**config.mk**
```make
export PLATFORM = sky130hd
export DESIGN_NAME = iter_div_unit
export DESIGN_NICKNAME = d
export VERILOG_FILES = /design/src/rtl/div_pkg.sv /design/src/rtl/div_sign_fix.sv /design/src/rtl/iter_div_unit.sv
export SDC_FILE = /design/constraint.sdc
export NUM_CORES = 1
export LEC_CHECK = 0
export ABC_AREA = 1
export BUFFER_PORTS_ARGS = -buffer_cell sky130_fd_sc_hd__buf_4
export CAP_MARGIN = 10
export CORE_MARGIN = 2
export CORE_UTILIZATION = 45
export CTS_CLUSTER_SIZE = 28
export DETAILED_ROUTE_END_ITERATION = 16
export PLACE_DENSITY_LB_ADDON = 0.1
export SYNTH_ARGS = -nofsm -noshare
export SYNTH_HDL_FRONTEND = slang
export SYNTH_SLANG_ARGS = --single-unit
```
**constraint.sdc**
```tcl
create_clock -name clk -period 3.72 [get_ports clk]
set_input_delay 0.186 -clock clk [delete_from_list [all_inputs] [get_ports clk]]
set_output_delay 0.186 -clock clk [all_outputs]
set_load 0.1 [all_outputs]
```
**src/rtl/div_pkg.sv**
```systemverilog
// Shared definitions for the iterative divider.
// - State encoding for the divider FSM (2 bits: IDLE / CALC / DONE).
// - Operation encoding used by the EXE stage to select quotient or remainder.
// - Helper for the derived iteration counter width.
package div_pkg;

    typedef logic [1:0] div_state_t;

    localparam div_state_t DIV_IDLE = 2'd0;
    localparam div_state_t DIV_CALC = 2'd1;
    localparam div_state_t DIV_DONE = 2'd2;

    // EXE-side operation select: signedness and which result is written back.
    typedef enum logic [1:0] {
        DIV_OP_DIV_W  = 2'd0,
        DIV_OP_MOD_W  = 2'd1,
        DIV_OP_DIV_WU = 2'd2,
        DIV_OP_MOD_WU = 2'd3
    } div_op_e;

    function automatic logic div_op_is_signed(input div_op_e op);
        return (op == DIV_OP_DIV_W) || (op == DIV_OP_MOD_W);
    endfunction

    function automatic logic div_op_wants_rem(input div_op_e op);
        return (op == DIV_OP_MOD_W) || (op == DIV_OP_MOD_WU);
    endfunction

    // Counter must hold the value WIDTH itself.
    function automatic int div_cnt_w(input int width);
        return $clog2(width + 1);
    endfunction

endpackage

```
**src/rtl/div_sign_fix.sv**
```systemverilog
// Conditional two's-complement negate, purely combinational.
// Used both to take operand magnitudes and to apply the result signs.
// Ports:
//   value  - input value (magnitude or raw operand)
//   negate - 1 = return -value
//   hold   - 1 = suppress the negate (e.g. quotient of a divide by zero)
//   result - corrected value
module div_sign_fix
    import div_pkg::*;
#(
    parameter int WIDTH = 32
) (
    input  logic [WIDTH-1:0] value,
    input  logic             negate,
    input  logic             hold,
    output logic [WIDTH-1:0] result
);

    // Negating 2^(WIDTH-1) wraps back onto itself, which is exactly what the
    // unsigned magnitude of the most negative operand needs.
    assign result = (negate && !hold) ? ((~value) + WIDTH'(1)) : value;

endmodule

```
**src/rtl/iter_div_unit.sv**
```systemverilog
// Radix-2 restoring integer divider, signed and unsigned, one quotient bit
// per cycle. Quotient and remainder are delivered together through a
// valid/ready handshake; flush cancels any operation in flight.
// Optional build macro: ITER_DIV_EARLY_OUT_EN - when defined, a divide by
// zero or |dividend| < |divisor| bypasses the iteration and completes in one
// cycle.
// Ports:
//   clk, resetn         - clock, synchronous active-low reset
//   in_valid/in_ready   - request handshake (ready only while idle)
//   in_signed           - operands are two's complement
//   in_dividend/divisor - operands
//   flush               - cancel, return to idle, no result
//   out_valid/out_ready - result handshake
//   out_quotient/remainder - registered results, stable while out_valid
//   busy                - unit is not idle
module iter_div_unit
    import div_pkg::*;
#(
    parameter int WIDTH = 32,
    parameter int CNT_W = div_cnt_w(WIDTH)
) (
    input  logic             clk,
    input  logic             resetn,
    input  logic             in_valid,
    output logic             in_ready,
    input  logic             in_signed,
    input  logic [WIDTH-1:0] in_dividend,
    input  logic [WIDTH-1:0] in_divisor,
    input  logic             flush,
    output logic             out_valid,
    input  logic             out_ready,
    output logic [WIDTH-1:0] out_quotient,
    output logic [WIDTH-1:0] out_remainder,
    output logic             busy
);

    div_state_t       state_reg;
    logic [CNT_W-1:0] cnt_reg;
    logic [WIDTH-1:0] dvd_reg;    // dividend bits, quotient bits shift in at the LSB
    logic [WIDTH-1:0] dsr_reg;    // divisor magnitude
    logic [WIDTH-1:0] prem_reg;   // partial remainder
    logic             qneg_reg;
    logic             rneg_reg;
    logic             dzero_reg;
    logic [WIDTH-1:0] quo_reg;
    logic [WIDTH-1:0] rem_reg;

    // Operand magnitudes: index 0 = dividend, 1 = divisor.
    logic [WIDTH-1:0] op_raw [2];
    logic [WIDTH-1:0] op_mag [2];

    assign op_raw[0] = in_dividend;
    assign op_raw[1] = in_divisor;

    generate
        for (genvar gi = 0; gi < 2; gi++) begin : g_abs
            div_sign_fix #(.WIDTH(WIDTH)) u_abs (
                .value  (op_raw[gi]),
                .negate (in_signed & op_raw[gi][WIDTH-1]),
                .hold   (1'b0),
                .result (op_mag[gi])
            );
        end
    endgenerate

    logic in_divisor_zero;
    assign in_divisor_zero = (in_divisor == '0);

`ifdef ITER_DIV_EARLY_OUT_EN
    logic early_hit;
    assign early_hit = in_divisor_zero || (op_mag[0] < op_mag[1]);
`endif

    // One restoring step. Since prem < divisor, the trial fits WIDTH+1 bits
    // and its MSB is a reliable borrow flag.
    logic [WIDTH:0]   trial;
    logic             q_bit;
    logic [WIDTH-1:0] prem_next;
    logic [WIDTH-1:0] dvd_next;

    assign trial     = {prem_reg, dvd_reg[WIDTH-1]} - {1'b0, dsr_reg};
    assign q_bit     = ~trial[WIDTH];
    assign prem_next = q_bit ? trial[WIDTH-1:0] : {prem_reg[WIDTH-2:0], dvd_reg[WIDTH-1]};
    assign dvd_next  = {dvd_reg[WIDTH-2:0], q_bit};

    // Final sign correction, applied on the last iteration so the outputs are
    // plain registers. A zero divisor keeps the all-ones quotient; the
    // remainder still negates, which restores the original dividend.
    logic [WIDTH-1:0] quo_fixed;
    logic [WIDTH-1:0] rem_fixed;

    div_sign_fix #(.WIDTH(WIDTH)) u_fix_quo (
        .value  (dvd_next),
        .negate (qneg_reg),
        .hold   (dzero_reg),
        .result (quo_fixed)
    );

    div_sign_fix #(.WIDTH(WIDTH)) u_fix_rem (
        .value  (prem_next),
        .negate (rneg_reg),
        .hold   (1'b0),
        .result (rem_fixed)
    );

    always_ff @(posedge clk) begin
        if (!resetn) begin
            state_reg <= DIV_IDLE;
            cnt_reg   <= '0;
            dvd_reg   <= '0;
            dsr_reg   <= '0;
            prem_reg  <= '0;
            qneg_reg  <= 1'b0;
            rneg_reg  <= 1'b0;
            dzero_reg <= 1'b0;
            quo_reg   <= '0;
            rem_reg   <= '0;
        end else if (flush) begin
            state_reg <= DIV_IDLE;
            cnt_reg   <= '0;
        end else begin
            case (state_reg)
                DIV_IDLE: begin
                    if (in_valid) begin
                        dvd_reg   <= op_mag[0];
                        dsr_reg   <= op_mag[1];
                        prem_reg  <= '0;
                        qneg_reg  <= (in_dividend[WIDTH-1] ^ in_divisor[WIDTH-1]) & in_signed;
                        rneg_reg  <= in_dividend[WIDTH-1] & in_signed;
                        dzero_reg <= in_divisor_zero;
                        cnt_reg   <= CNT_W'(WIDTH);
`ifdef ITER_DIV_EARLY_OUT_EN
                        if (early_hit) begin
                            state_reg <= DIV_DONE;
                            quo_reg   <= in_divisor_zero ? '1 : '0;
                            rem_reg   <= in_dividend;
                        end else begin
                            state_reg <= DIV_CALC;
                        end
`else
                        state_reg <= DIV_CALC;
`endif
                    end
                end
                DIV_CALC: begin
                    prem_reg <= prem_next;
                    dvd_reg  <= dvd_next;
                    cnt_reg  <= cnt_reg - CNT_W'(1);
                    if (cnt_reg == CNT_W'(1)) begin
                        state_reg <= DIV_DONE;
                        quo_reg   <= quo_fixed;
                        rem_reg   <= rem_fixed;
                    end
                end
                DIV_DONE: begin
                    if (out_ready) begin
                        state_reg <= DIV_IDLE;
                    end
                end
                default: state_reg <= DIV_IDLE;
            endcase
        end
    end

    assign in_ready      = (state_reg == DIV_IDLE);
    assign out_valid     = (state_reg == DIV_DONE);
    assign busy          = (state_reg != DIV_IDLE);
    assign out_quotient  = quo_reg;
    assign out_remainder = rem_reg;

endmodule

```
==> impl_metrics.csv <==
group,metric,value,unit
yosys,synth_xor_area_share,4.834,%
power,power_per_cell_area,336.8,nW/µm²
power,switching_share,35.96,%
place,port_buffers,136,
yosys,synth_area,12680,µm²
worst_setup_path,worstPathMaxFanout,4,
global_route,grt_max_degree,119,
drt,ant_nets,0,
final_layout,syn_to_final_growth,18.99,%
final_layout,antennaDiodeCount,0,
yosys,synth_mux_area_share,0,%
die,die_height,171.9,µm
yosys,ys.warnings.count,0,
power,power,5.082,mW
yosys,synth-simple-area-share,33.57,%
timing,max_freq,273.5,MHz
timing,fin_crit_sh,98.28,%
timing,hold_ws,33.77,ps
place,dpl.hpwl,32750,µm
worst_setup_path,r2r-end,"out_quotient[30]",
die,rows,61,
global_route,global_route.overflow_total,0,
power,p_comb_share,26.7,%
global_route,grt_pass1_vias,12530,
drt,vias,13680,
yosys,synth_compound_area_share,19.55,%
worst_setup_path,crit_type,"register to register",
hold_path,hold_depth,3,
yosys,synth_fa_ha_area_share,3.907,%
yosys,yosysUniqueCellTypes,49,
timing,rsz0062_at_grt,"true",
clock_tree,insertion_delay,460,ps
yosys,synth_top_family_by_area,"simple AND/OR/NAND/NOR gates",
worst_setup_path,start_kind,"register",
clock_tree,clock-sinks,171,
drt,wl_per_cell,16.33,µm
worst_setup_path,r2r-start,"dsr_reg[7]",
timing,layout_setup_ws,63.82,ps
global_route,grtUsageTotal,29.05,%
drt,drt_iter0_drc,964,
place,gp_congestion,0.9396,
die,coreArea,27780,µm²
flow_run,drv_cap,0,
power,total_leakage_power,7.413,nW
worst_setup_path,reg2reg_slack,60,ps
worst_setup_path,crit_required,4070,ps
final_layout,regArea,3428,µm²
drt,drc,0,
global_route,grt_antenna_before_repair,0,
run_status,status,"complete, no violations",
power,clkPwrFrac,35.1,%
power,internal_power,3.254,mW
yosys,ys_seq_area_share,26.99,%
final_layout,final_common_cell,"nand2_1",
worst_setup_path,cp-end-kind,"register",
final_layout,layout_common_cells,"nand2_1 (564), inv_1 (264), nor2_1 (232)",
power,p_sw,1.828,mW
die,die_w,171.9,µm
yosys,synth_area_per_cell,6.016,µm²
clock_tree,cts-htree-levels,4,
drt,first_pass_iters,6,
timing,timing.slew.headroom,48.46,%
timing,finalSetupTns,0,ps
final_layout,multi_input_area,8115,µm²
clock_tree,cts_buffers,17,
yosys,syn_inst,2108,
die,start_util,45.65,%
hold_path,hp-start,"in_divisor[0]",
power,ir_drop,0.3039,mV
final_layout,nets,2342,
die,num_io_pins,137,
place,pre_cts_ws,-57.48,ps
yosys,ys_dominant_reg_cell,"dfxtp_1",
final_layout,nFillCells,2930,
final_layout,drive_above_1_share,14.56,%
place,place_area,14160,µm²
timing,fin_skew,16.41,ps
timing,worst-slew-pin-transition,773.1,ps
global_route,grt_pass1_wl,66450,µm
final_layout,design_area,15090,µm²
yosys,synthArstFlopShare,0,%
timing,drv_slew,0,
timing,hold_viol,0,
yosys,synth_nets,2217,
drt,avgViaCountPerCell,5.214,
clock_tree,tritoncts,"done",
die,dieArea,29540,µm²
hold_path,min_path_type,"primary input to register",
power,seq_power_share,38.1,%
clock_tree,cts_root_buf,"clkbuf_16",
drt,wl,42850,µm
clock_tree,clk_pin_slew,70,ps
yosys,synth_enable_flop_cells,0,
hold_path,hold_end,"dsr_reg[0]",
timing,fin_crit,3656,ps
timing,setup_viol,0,
worst_setup_path,cp.arrival,4010,ps
clock_tree,clockBufferDepth,2,
yosys,synth-seq-cells,171,
worst_setup_path,r2r_cells,25,
-- per-stage QoR --
stage	instances	utilization [%]
5_1_grt	2624	54.32
6_report	2624	54.32
3_3_place_gp	2581	50.96
4_1_cts	2614	53.07
2_1_floorplan	2108	-
3_5_place_dp	2581	50.96
-- synthesized netlist by cell type, types with 6 or more instances --
cell      number  area, µm²
buf_1         11      41.29
a21oi_1      201       1006
nand2_2       24      150.1
o21ai_2        6      52.55
o21bai_1       6      45.04
a31oi_1        8      50.05
nand3b_1       6      45.04
nor3_1        21      105.1
o211ai_1      29      217.7
nand3_1       95      475.5
nor2_1       240      900.9
nor2_2         9      56.30
xnor2_1       24      210.2
or2_2          8      50.05
dfxtp_1      171       3423
xor2_1        46      402.9
inv_1        268       1006
nor4_1        12      75.07
o21ai_0      165      825.8
clkbuf_1      56      210.2
ha_1          38      475.5
o21ai_1       16      80.08
nand2_1      570       2140
nand4_1       18      112.6
-- cells by family after synthesis --
| family | after synthesis |
|---|---|
| AOI/OAI and AO/OA | 454 |
| xor gates and xnor gates | 70 |
| adders and majority gates | 39 |
| buffers and inverters | 356 |
| DFF | 171 |
| and+or+nand+nor | 1018 |
-- how the worst max path moves through the flow --
stage | startpoint | end | slack [ps] | cells past startpoint
5_1_grt | dvd_reg[31] | out_quotient[30] | -160 | 27
6_report | dsr_reg[7] | out_quotient[30] | 60 | 25
3_3_place_gp | dvd_reg[31] | out_quotient[28] | 80 | 25
3_5_place_dp | dvd_reg[31] | out_quotient[28] | -60 | 25
4_1_cts | dvd_reg[31] | out_quotient[30] | 0.3 | 26
2_1_floorplan | dvd_reg[31] | out_quotient[30] | 10 | 28
-- layout make-up --
class,instances,share of cell area (%)
Multi-Input combinational cell,1581,53.78
Clock buffer,18,2.910
Tap cell,378,3.134
Clock inverter,14,0.8623
Sequential cell,171,22.72
Timing Repair Buffer,187,9.759
Inverter,275,6.840
-- power groups by stage --
stage          Clock [mW]  Sequential (mW)  Combinational, mW
2_1_floorplan           0             1.97              0.854
3_3_place_gp            0             1.98               1.26
3_5_place_dp            0             1.98               1.27
4_1_cts              1.81             1.94               1.28
5_1_grt              1.89             1.95               1.51
6_report             1.79             1.94               1.36
-- per-layer routing --
layer	track usage, %	vias to the layer above	part of all wire [%]	wire length, µm
li1	-	7037	-	-
met1	37.51	6301	46	19580
met2	51.30	303	49	20810
met3	3.250	40	3.8	1645
met4	7.892	0	1.9	809
met5	0	-	0	0
-- worst max-delay path, stage by stage (launching register included) --
cell and delay (ps):
dfxtp_1 360, inv_1 60, ha_1 360, nand2_2 130, inv_1 60, a21oi_2 140
nand2_2 90, nand2_2 60, nand2_2 70, nand2_4 80, buf_4 130, nand3_4 80
nand2_4 90, ha_4 130, nand4_1 130, nor3_2 250, nand3_2 180, buf_6 160
o31ai_4 250, nand2_1 100, nor2_1 120, o21ai_1 110, a21oi_1 170, xor2_1 90
o21ai_1 110, inv_1 50
-- repair_timing --
action / 4_1_cts / 5_1_grt
hold endpoints to repair: 1 / 0
pin swaps: 0 / 19
cloned: 0 / 1
setup endpoints to repair: 1 / 34
hold buffers: 1 / 0
buffers inserted: 0 / 9
gates resized for setup: 1 / 52
No activity file was read; power rests on OpenSTA's default activity.
